$ cat src/rtl/img_pkg.sv
`default_nettype none
// ============================================================================
//  Module      : img_pkg
//  Description : Shared constants, types and helpers for the image ROM
//                arbiter: window geometry, 12-bit colour word, owner tag
//                and the RGB->BGR channel swap used on the display path.
//  Revision    : 1.0  initial release
// ============================================================================
package img_pkg;

    localparam int unsigned IMG_W    = 160;
    localparam int unsigned IMG_H    = 380;
    localparam int unsigned H_OFFSET = 480;
    localparam int unsigned V_OFFSET = 100;

    // Packed {R[11:8], G[7:4], B[3:0]} as stored in the ROM
    typedef logic [11:0] rgb12_t;

    // Who issued the ROM read that is travelling down the pipeline
    typedef enum logic [1:0] {
        OWN_NONE    = 2'd0,
        OWN_DISP    = 2'd1,
        OWN_AUX     = 2'd2,
        OWN_AUX_ERR = 2'd3
    } owner_t;

    // The colour mux downstream expects {B,G,R}
    function automatic rgb12_t rgb_to_bgr(input rgb12_t c);
        return {c[3:0], c[7:4], c[11:8]};
    endfunction

endpackage
`default_nettype wire

$ cat src/rtl/img_owner_pipe.sv
`default_nettype none
// ============================================================================
//  Module      : img_owner_pipe
//  Description : LAT+1 stage delay line for the owner tag. The tag for the
//                read issued in cycle t appears on tag_tap in cycle t+LAT
//                (same cycle the ROM returns its data) and on tag_out in
//                cycle t+LAT+1 (aligned with the registered outputs).
//                The aux error flag rides along as the OWN_AUX_ERR tag.
//  Ports       : clk, rst_n     clock, async active-low reset (flushes)
//                tag_in         owner decided this cycle
//                tag_tap        owner delayed LAT cycles
//                tag_out        owner delayed LAT+1 cycles
//                err_out        tag_out is an out-of-range aux read
//  Revision    : 1.0  initial release
// ============================================================================
module img_owner_pipe
    import img_pkg::*;
#(
    parameter int unsigned LAT = 1
) (
    input  logic   clk,
    input  logic   rst_n,
    input  owner_t tag_in,
    output owner_t tag_tap,
    output owner_t tag_out,
    output logic   err_out
);

    owner_t stage_q [LAT+1];
    owner_t stage_d [LAT+1];

    always_comb begin
        stage_d[0] = tag_in;
        for (int i = 1; i <= int'(LAT); i++) begin
            stage_d[i] = stage_q[i-1];
        end
    end

    always_ff @(posedge clk or negedge rst_n) begin
        if (!rst_n) begin
            for (int i = 0; i <= int'(LAT); i++) begin
                stage_q[i] <= OWN_NONE;
            end
        end else begin
            stage_q <= stage_d;
        end
    end

    assign tag_tap = stage_q[LAT-1];
    assign tag_out = stage_q[LAT];
    assign err_out = (stage_q[LAT] == OWN_AUX_ERR);

endmodule
`default_nettype wire

$ cat src/rtl/img_rom_arbiter.sv
`default_nettype none
// ============================================================================
//  Module      : img_rom_arbiter
//  Description : Shares one single-port image ROM between the VGA display
//                path (absolute priority inside the image window) and an
//                auxiliary valid/ready reader (owns the ROM outside it).
//                Display and aux results both appear ROM_LAT+1 cycles after
//                the cycle that issued the read.
//  Ports       : clk, rst_n                 pixel clock, async active-low reset
//                h_count, v_count           scan position
//                disp_color, disp_active    {B,G,R} pixel and window flag
//                aux_req_valid/addr/ready   aux request handshake
//                aux_rsp_valid/data/err     aux response pulse
//                rom_addr, rom_data         ROM address / read data
//                aux_stall_cnt              (IMG_ARB_STATS_EN only) stall count
//  Config      : `define IMG_ARB_STATS_EN to add the aux stall counter port.
//  Revision    : 1.0  initial release
// ============================================================================
module img_rom_arbiter #(
    parameter int unsigned ADDR_W   = 19,
    parameter int unsigned DATA_W   = 12,
    parameter int unsigned H_OFFSET = img_pkg::H_OFFSET,
    parameter int unsigned V_OFFSET = img_pkg::V_OFFSET,
    parameter int unsigned IMG_W    = img_pkg::IMG_W,
    parameter int unsigned IMG_H    = img_pkg::IMG_H,
    parameter int unsigned ROM_LAT  = 1
) (
    input  logic              clk,
    input  logic              rst_n,
    input  logic [9:0]        h_count,
    input  logic [8:0]        v_count,
    output logic [11:0]       disp_color,
    output logic              disp_active,
    input  logic              aux_req_valid,
    input  logic [ADDR_W-1:0] aux_req_addr,
    output logic              aux_req_ready,
    output logic              aux_rsp_valid,
    output logic [DATA_W-1:0] aux_rsp_data,
    output logic              aux_rsp_err,
    output logic [ADDR_W-1:0] rom_addr,
    input  logic [DATA_W-1:0] rom_data
`ifdef IMG_ARB_STATS_EN
    ,
    output logic [15:0]       aux_stall_cnt
`endif
);
    import img_pkg::*;

    // ------------------------------------------------------------------
    // Window decode and display address, from the current scan position
    // ------------------------------------------------------------------
    logic              h_in, v_in, win;
    logic [ADDR_W-1:0] v_rel, h_rel, disp_addr;
    logic              aux_oor;

    assign h_in = (32'(h_count) >= H_OFFSET) && (32'(h_count) < H_OFFSET + IMG_W);
    assign v_in = (32'(v_count) >= V_OFFSET) && (32'(v_count) < V_OFFSET + IMG_H);
    assign win  = h_in && v_in;

    assign v_rel     = ADDR_W'(32'(v_count) - V_OFFSET);
    assign h_rel     = ADDR_W'(32'(h_count) - H_OFFSET);
    assign disp_addr = v_rel * ADDR_W'(IMG_W) + h_rel;

    assign aux_oor = (32'(aux_req_addr) >= IMG_W * IMG_H);

    // ------------------------------------------------------------------
    // Owner decision, one per cycle. rom_addr is combinational so the ROM
    // samples it on the next edge; idle and error cycles hold the last
    // address. The whole decision is masked while reset is asserted so
    // ready and rom_addr read 0 during reset.
    // ------------------------------------------------------------------
    owner_t            owner_d;
    logic [ADDR_W-1:0] rom_addr_d, rom_addr_q;
    logic              ready_d;

    always_comb begin
        owner_d    = OWN_NONE;
        rom_addr_d = rom_addr_q;
        ready_d    = 1'b0;
        if (rst_n) begin
            if (win) begin
                owner_d    = OWN_DISP;
                rom_addr_d = disp_addr;
            end else begin
                ready_d = 1'b1;
                if (aux_req_valid) begin
                    if (aux_oor) begin
                        owner_d = OWN_AUX_ERR;
                    end else begin
                        owner_d    = OWN_AUX;
                        rom_addr_d = aux_req_addr;
                    end
                end
            end
        end
    end

    always_ff @(posedge clk or negedge rst_n) begin
        if (!rst_n) begin
            rom_addr_q <= '0;
        end else begin
            rom_addr_q <= rom_addr_d;
        end
    end

    assign rom_addr      = rom_addr_d;
    assign aux_req_ready = ready_d;

    // ------------------------------------------------------------------
    // Owner tag pipeline
    // ------------------------------------------------------------------
    owner_t tag_tap, tag_out;
    logic   err_out;

    img_owner_pipe #(
        .LAT (ROM_LAT)
    ) u_owner_pipe (
        .clk     (clk),
        .rst_n   (rst_n),
        .tag_in  (owner_d),
        .tag_tap (tag_tap),
        .tag_out (tag_out),
        .err_out (err_out)
    );

    // ------------------------------------------------------------------
    // Output register: captures ROM data in the cycle it is valid, steered
    // by the tag that travelled alongside the read.
    // ------------------------------------------------------------------
    logic [11:0]       disp_color_d, disp_color_q;
    logic [DATA_W-1:0] aux_rsp_data_d, aux_rsp_data_q;

    always_comb begin
        disp_color_d   = '0;
        aux_rsp_data_d = aux_rsp_data_q;
        case (tag_tap)
            OWN_DISP:    disp_color_d   = rgb_to_bgr(rgb12_t'(rom_data));
            OWN_AUX:     aux_rsp_data_d = rom_data;
            OWN_AUX_ERR: aux_rsp_data_d = '0;
            default:     ;
        endcase
    end

    always_ff @(posedge clk or negedge rst_n) begin
        if (!rst_n) begin
            disp_color_q   <= '0;
            aux_rsp_data_q <= '0;
        end else begin
            disp_color_q   <= disp_color_d;
            aux_rsp_data_q <= aux_rsp_data_d;
        end
    end

    assign disp_color    = disp_color_q;
    assign disp_active   = (tag_out == OWN_DISP);
    assign aux_rsp_valid = (tag_out == OWN_AUX) || (tag_out == OWN_AUX_ERR);
    assign aux_rsp_err   = err_out;
    assign aux_rsp_data  = aux_rsp_data_q;

`ifdef IMG_ARB_STATS_EN
    // ------------------------------------------------------------------
    // Aux stall counter: saturating, cleared at the top-left of each frame
    // ------------------------------------------------------------------
    logic [15:0] stall_cnt_d, stall_cnt_q;

    always_comb begin
        stall_cnt_d = stall_cnt_q;
        if ((v_count == 9'd0) && (h_count == 10'd0)) begin
            stall_cnt_d = '0;
        end else if (aux_req_valid && !aux_req_ready && (stall_cnt_q != 16'hFFFF)) begin
            stall_cnt_d = stall_cnt_q + 16'd1;
        end
    end

    always_ff @(posedge clk or negedge rst_n) begin
        if (!rst_n) begin
            stall_cnt_q <= '0;
        end else begin
            stall_cnt_q <= stall_cnt_d;
        end
    end

    assign aux_stall_cnt = stall_cnt_q;
`endif

endmodule
`default_nettype wire

$ cat config.mk
export PLATFORM = sky130hd
export DESIGN_NAME = img_rom_arbiter
export DESIGN_NICKNAME = d
export VERILOG_FILES = /design/src/rtl/img_pkg.sv /design/src/rtl/img_owner_pipe.sv /design/src/rtl/img_rom_arbiter.sv
export SDC_FILE = /design/constraint.sdc
export NUM_CORES = 1
export LEC_CHECK = 0
export ABC_CLOCK_PERIOD_IN_PS = 7530
export CAP_MARGIN = 25
export CORE_MARGIN = 2
export CORE_UTILIZATION = 47
export DETAILED_ROUTE_END_ITERATION = 10
export GPL_ROUTABILITY_DRIVEN = 0
export MAX_ROUTING_LAYER = met4
export PLACE_DENSITY = 0.86
export SKIP_CTS_REPAIR_TIMING = 1
export SYNTH_ARGS = -nofsm -noshare
export SYNTH_HDL_FRONTEND = slang
export SYNTH_SLANG_ARGS = --single-unit
$ cat constraint.sdc
create_clock -name clk -period 7.53 [get_ports clk]
set_input_delay 1.506 -clock clk [delete_from_list [all_inputs] [get_ports clk]]
set_output_delay 1.506 -clock clk [all_outputs]
set_load 0.03 [all_outputs]
# Word level (Yosys, flattened, before mapping)

Cells that the tools add are included.

Add/subtract/negate cells: 3
Multiply operators: 1
Magnitude comparators: 5
Eq/ne operators: 6
Multiplexer cells: 12
Reductions and logical operators: 5

Operators by type and width:

| operator                                               | number |
|---|---|
| two-way mux 19 bit                                     | 4 |
| case mux 12 bit (2 select lines)                       | 1 |
| adder 19 bit                                           | 1 |
| >= comparator 19 x 16 -> 1 bit (second input constant) | 1 |
| multiplier 19 x 3 -> 14 bit (second input constant)    | 1 |
| two-way mux 12 bit                                     | 1 |
| subtractor 10 x 9 -> 11 bit (second input constant)    | 1 |
| >= comparator 10 x 9 -> 1 bit (second input constant)  | 1 |
| < comparator 10 bit (second input constant)            | 1 |
| subtractor 9 x 7 -> 10 bit (second input constant)     | 1 |
| >= comparator 9 x 7 -> 1 bit (second input constant)   | 1 |
| < comparator 9 bit (second input constant)             | 1 |
| == test 2 bit (second input constant)                  | 4 |
| two-way mux 2 bit                                      | 3 |
| == test 2 x 1 -> 1 bit (second input constant)         | 2 |
| logical AND 1 bit                                      | 3 |
| two-way mux 1 bit                                      | 3 |
| nonzero test 2 bit                                     | 1 |
| logical OR 1 bit                                       | 1 |

Register bits: 47

# Longest topological paths before layout

Depth in word-level cells: 5
Mapped depth: 19

# Hierarchy

From an unflattened synthesis, not the netlist that was laid out.

Cell total of the unflattened synthesis: 341
Area, all modules: 3214.3 um^2

Modules (own cells, without submodules):

| module          | times used | cells each | area an instance (um^2) | seq. area each (um^2) |
|---|---|---|---|---|
| img_rom_arbiter | 1          | 336        | 3108.0                  | 1076.0 |
| img_owner_pipe  | 1          | 5          | 106.4                   | 100.1 |

# Least setup slack after synthesis

No wires, ideal clock.

Kind: input -> output
Start point: in v_count[2]
End point: out rom_addr[18]
Data arrival time: 5079 ps
Required time: 6024 ps
Path slack: 945 ps
Cell stages on the path: 18
Path buffers: 0
Cell sequence: inv_1 -> ha_1 -> xor2_1 -> ha_1 -> ha_1 -> a21o_1 -> a21oi_1 -> o21bai_1 -> a21oi_1 -> o21ai_0 -> xor2_1 -> ha_1 -> a21oi_1 -> o21ai_0 -> a21oi_1 -> o221ai_1 -> xnor3_1 -> a22o_1

Longest elaborated chain between the ends: 5

RTL lines:

| item                                                             | RTL line                                     | RTL |
|---|---|---|
| start, declared                                                  | img_rom_arbiter.sv:31                        | `input logic [8:0] v_count,` |
| subtractor 9 x 7 -> 10 bit, or another cell as far along         | img_rom_arbiter.sv:60                        | `assign v_rel = ADDR_W'(32'(v_count) - V_OFFSET);` |
| multiplier 19 x 3 -> 14 bit or logical AND 1 bit (tied branches) | img_rom_arbiter.sv:62, img_rom_arbiter.sv:57 |  |
| adder 19 bit or logical AND 1 bit (tied branches)                | img_rom_arbiter.sv:62, img_rom_arbiter.sv:58 |  |
| two-way mux 19 bit *                                             | img_rom_arbiter.sv:81                        | `if (win) begin` |
| two-way mux 19 bit *                                             | img_rom_arbiter.sv:80                        | `if (rst_n) begin` |
| end, declared                                                    | img_rom_arbiter.sv:40                        | `output logic [ADDR_W-1:0] rom_addr,` |

Mark *: on every way between the ends. The rest lies on a longest branch, timed or not.

# Worst setup path after layout

Ends and elaborated chain as after synthesis.

==> impl_metrics.json <==
{
  "cp_max_fo": 6,
  "detail_route.wl_per_cell_um": 15.3,
  "wirelength_um": 7910,
  "critical-path-slowest-cell": "clkdlybuf4s50_1",
  "whs_ns": 0.532,
  "hp-class": "flip-flop to flip-flop",
  "synthAdderAreaFrac_pct": 13.8,
  "seq_area_sq_mm": 0.00118,
  "synth_edf_count": 0,
  "clock_sinks": 47,
  "worstPathRequired_ns": 6.02,
  "outcome": "completed",
  "yosys_warnings": 0,
  "antenna_found_initial": 0,
  "rows": 30,
  "final_nets": 522,
  "worst-path-buf-inv": 3,
  "ys_types": 54,
  "cts.path.max_buffers": 2,
  "rsz0062_at_grt": "true",
  "syn_area_per_cell_sq_um": 9.46,
  "first_pass_iters": 4,
  "die_h_um": 86.4,
  "worst-slew-pin-transition_ns": 0.793,
  "fp.dieW_um": 86.4,
  "crit_path_start": "v_count[2]",
  "worstHoldStart": "aux_rsp_data[9]",
  "dieArea_sq_mm": 0.00746,
  "synth_compound_area_share_pct": 20.8,
  "utilization_pct": 65.7,
  "grt_usage_pct": 21.8,
  "finalSetupViolations": 0,
  "cp_top_family": "compound AO/OA/AOI/OAI gates",
  "cts_made_buffers": 5,
  "synthFlopType": "dfrtp_1",
  "cellPowerDensity_mw_per_mm2": 255,
  "crit_path_frequent_cell": "ha_1",
  "synth_nets": 424,
  "htreeDepth": 2,
  "synthSimpleGateAreaFrac_pct": 16.4,
  "start_util_pct": 47.7,
  "ctsRootBufferMaster": "clkbuf_8",
  "crit_path_max_incr_delay_ns": 0.47,
  "clk-insertion-delay-late_ns": 0.30,
  "synthCells": 337,
  "reg2reg_from": "u_owner_pipe.tag_tap[1]",
  "drtIter0Drc": 130,
  "synth-xor-area-share_pct": 7.57,
  "cap_violations": 0,
  "grt_max_degree": 67,
  "power.leakage_nw": 1.96,
  "area_delta_synth_final_pct": 37.7,
  "multi_input_area_sq_mm": 0.00189,
  "ant_nets": 0,
  "cp.arrival_ns": 5.79,
  "slew-limit-headroom_pct": 47.2,
  "cp_cell_sequence": "clkdlybuf4s50_1 > inv_1 > ha_1 > xor2_2 > ha_1 > ha_1 > a21o_1 > a21oi_2 > o21bai_1 > a21oi_1 > o21ai_1 > xor2_1 > ha_2 > nand2_1 > o21ai_0 > a21oi_1 > o221ai_1 > xnor3_1 > a22o_1 > buf_4",
  "synthesis.area_sq_mm": 0.00319,
  "end_kind": "output port",
  "drc": 0,
  "finalClockSkew_ns": 0.00447,
  "ios": 100,
  "overflow": 0,
  "port_buffers": 99,
  "viasPerCell": 5.44,
  "yosysSeqAreaShare_pct": 36.9,
  "core_sq_mm": 0.00668,
  "ys_ff_latch": 47,
  "layout-drive-gt1-share_pct": 7.57,
  "fill_cells": 528,
  "grt_pass1_vias": 2772,
  "fin_crit_ns": 7.30,
  "vdd.ir_drop.worst_mv": 0.0943,
  "worst_setup_path_start_kind": "primary input",
  "cts_tree": "built",
  "hpwl_um": 6260,
  "fmax_mhz": 137,
  "synth_top_family_by_area": "compound AO/OA/AOI/OAI gates",
  "synthMuxAreaShare_pct": 0,
  "path_class": "primary input to output port",
  "hold_viol": 0,
  "clk_pin_slew_ns": 0.08,
  "grt_pass1_wl_um": 12600,
  "min_period_over_period_pct": 96.9,
  "antenna_cells": 0,
  "maxSlewViolCount": 0,
  "synth-async-reset-ratio_pct": 100,
  "vias": 2805
}
## final timing paths
kind | endpoint | slack (ns) | depth (start not counted)
min in group asynchronous | disp_color[9] | 1.37 | 2
worst min register to register | aux_rsp_data[9] | 0.53 | 2
worst max register to register | disp_color[11] | 6.09 | 2
worst max-delay path | rom_addr[18] | 0.23 | 20
worst min-delay path | aux_rsp_data[9] | 0.53 | 2
max in group asynchronous | aux_rsp_data[5] | 5.67 | 2
## cell families after synthesis
| group | count (synthesis) |
|---|---|
| simple gates | 99 |
| compound gates | 96 |
| flops | 47 |
| buf+inv | 35 |
| fa+ha+maj | 34 |
| xor+xnor | 26 |
## metal layers
metal	share of wire [%]	GRT usage (%)	wire length, um	vias to the layer above
li1	-	-	-	1393
met1	43	24.7	3380	1312
met2	51	39.5	4020	90
met3	5.1	3.33	406	10
met4	1.3	6.68	106	0
met5	0	-	0	-
## flip-flops by register name (all words and copies together) (netlist names)
register	count
rom_addr_q	19
u_owner_pipe.tag_out	2
disp_color	12
aux_rsp_data	12
u_owner_pipe.tag_tap	2
## Yosys cell counts, types with 2 or more instances
master    number  area share, %
o21a_1         2           0.47
nor2_2         2           0.39
clkbuf_1       8           0.94
buf_2          2           0.31
nor3_1         2           0.31
nor2_1        23            2.7
o21bai_1       3           0.71
ha_1          32             13
and3_1         2           0.39
a221o_1        4            1.3
fa_1           2            1.3
and2_1        14            2.7
o211ai_1       2           0.47
inv_1         23            2.7
o22ai_2        3            1.2
o21ai_0       20            3.1
a21o_1         5            1.2
a31oi_1        4           0.78
o22ai_1        9            1.8
nor2b_1        5           0.98
dfrtp_1       47             37
a41oi_1        2           0.55
nand2b_1       3           0.59
o2111a_1       2           0.71
nand3b_1       7            1.6
nor3_2         2           0.63
nand3_1        5           0.78
xor2_1         9            2.5
a21oi_1       28            4.4
xnor2_1       16            4.4
nand2_1       26            3.1
## area by class of cell
class / instances / area share, %
Clock buffer: 6 / 1.88
Sequential cell: 47 / 26.8
Inverter: 23 / 1.97
Timing Repair Buffer: 103 / 23.3
Multi-Input combinational cell: 255 / 43.0
Clock inverter: 2 / 0.798
Tap cell: 80 / 2.28
## worst min-delay path, cell delays in order, from the launching register on
cell and delay, ns:
dfrtp_1 0.38, inv_1 0.05, o21ai_0 0.06
## report_power, final
| group | leakage (nW) | internal (mW) | switching (mW) | total (mW) |
|---|---|---|---|---|
| Clock | 0.0612 | 0.107 | 0.0825 | 0.190 |
| Sequential | 0.585 | 0.304 | 0.0216 | 0.326 |
| Combinational | 1.32 | 0.265 | 0.340 | 0.606 |
## placed cells by master, fill, tap and decap left out, types with 5 or more instances in the layout
cell type        instances
nand2_1                 26
nor2b_1                  5
a21o_1                   5
inv_1                   23
clkbuf_8                 6
dfrtp_1                 47
xor2_1                   8
o21ai_0                 17
a21oi_1                 27
buf_4                    5
ha_1                    31
nand3_1                  5
nand3b_1                 7
nor2_1                  23
o22ai_1                  9
and2_1                  14
clkdlybuf4s50_1         93
xnor2_1                 16
## per-stage QoR
step | worst slack, ns | cells | setup TNS [ns] | power, mW | cell area, sq um
3_3_place_gp | 0.133 | 508 | 0 | 0.914 | 4240
6_report | 0.231 | 516 | 0 | 1.12 | 4390
5_1_grt | -0.0240 | 516 | -0.0240 | 1.19 | 4390
4_1_cts | -0.0193 | 516 | -0.0382 | 1.12 | 4360
2_1_floorplan | 0.945 | 337 | 0 | 0.724 | 3190
3_5_place_dp | -0.0112 | 508 | -0.0215 | 0.930 | 4240
No activity file was read; power rests on OpenSTA's default activity.
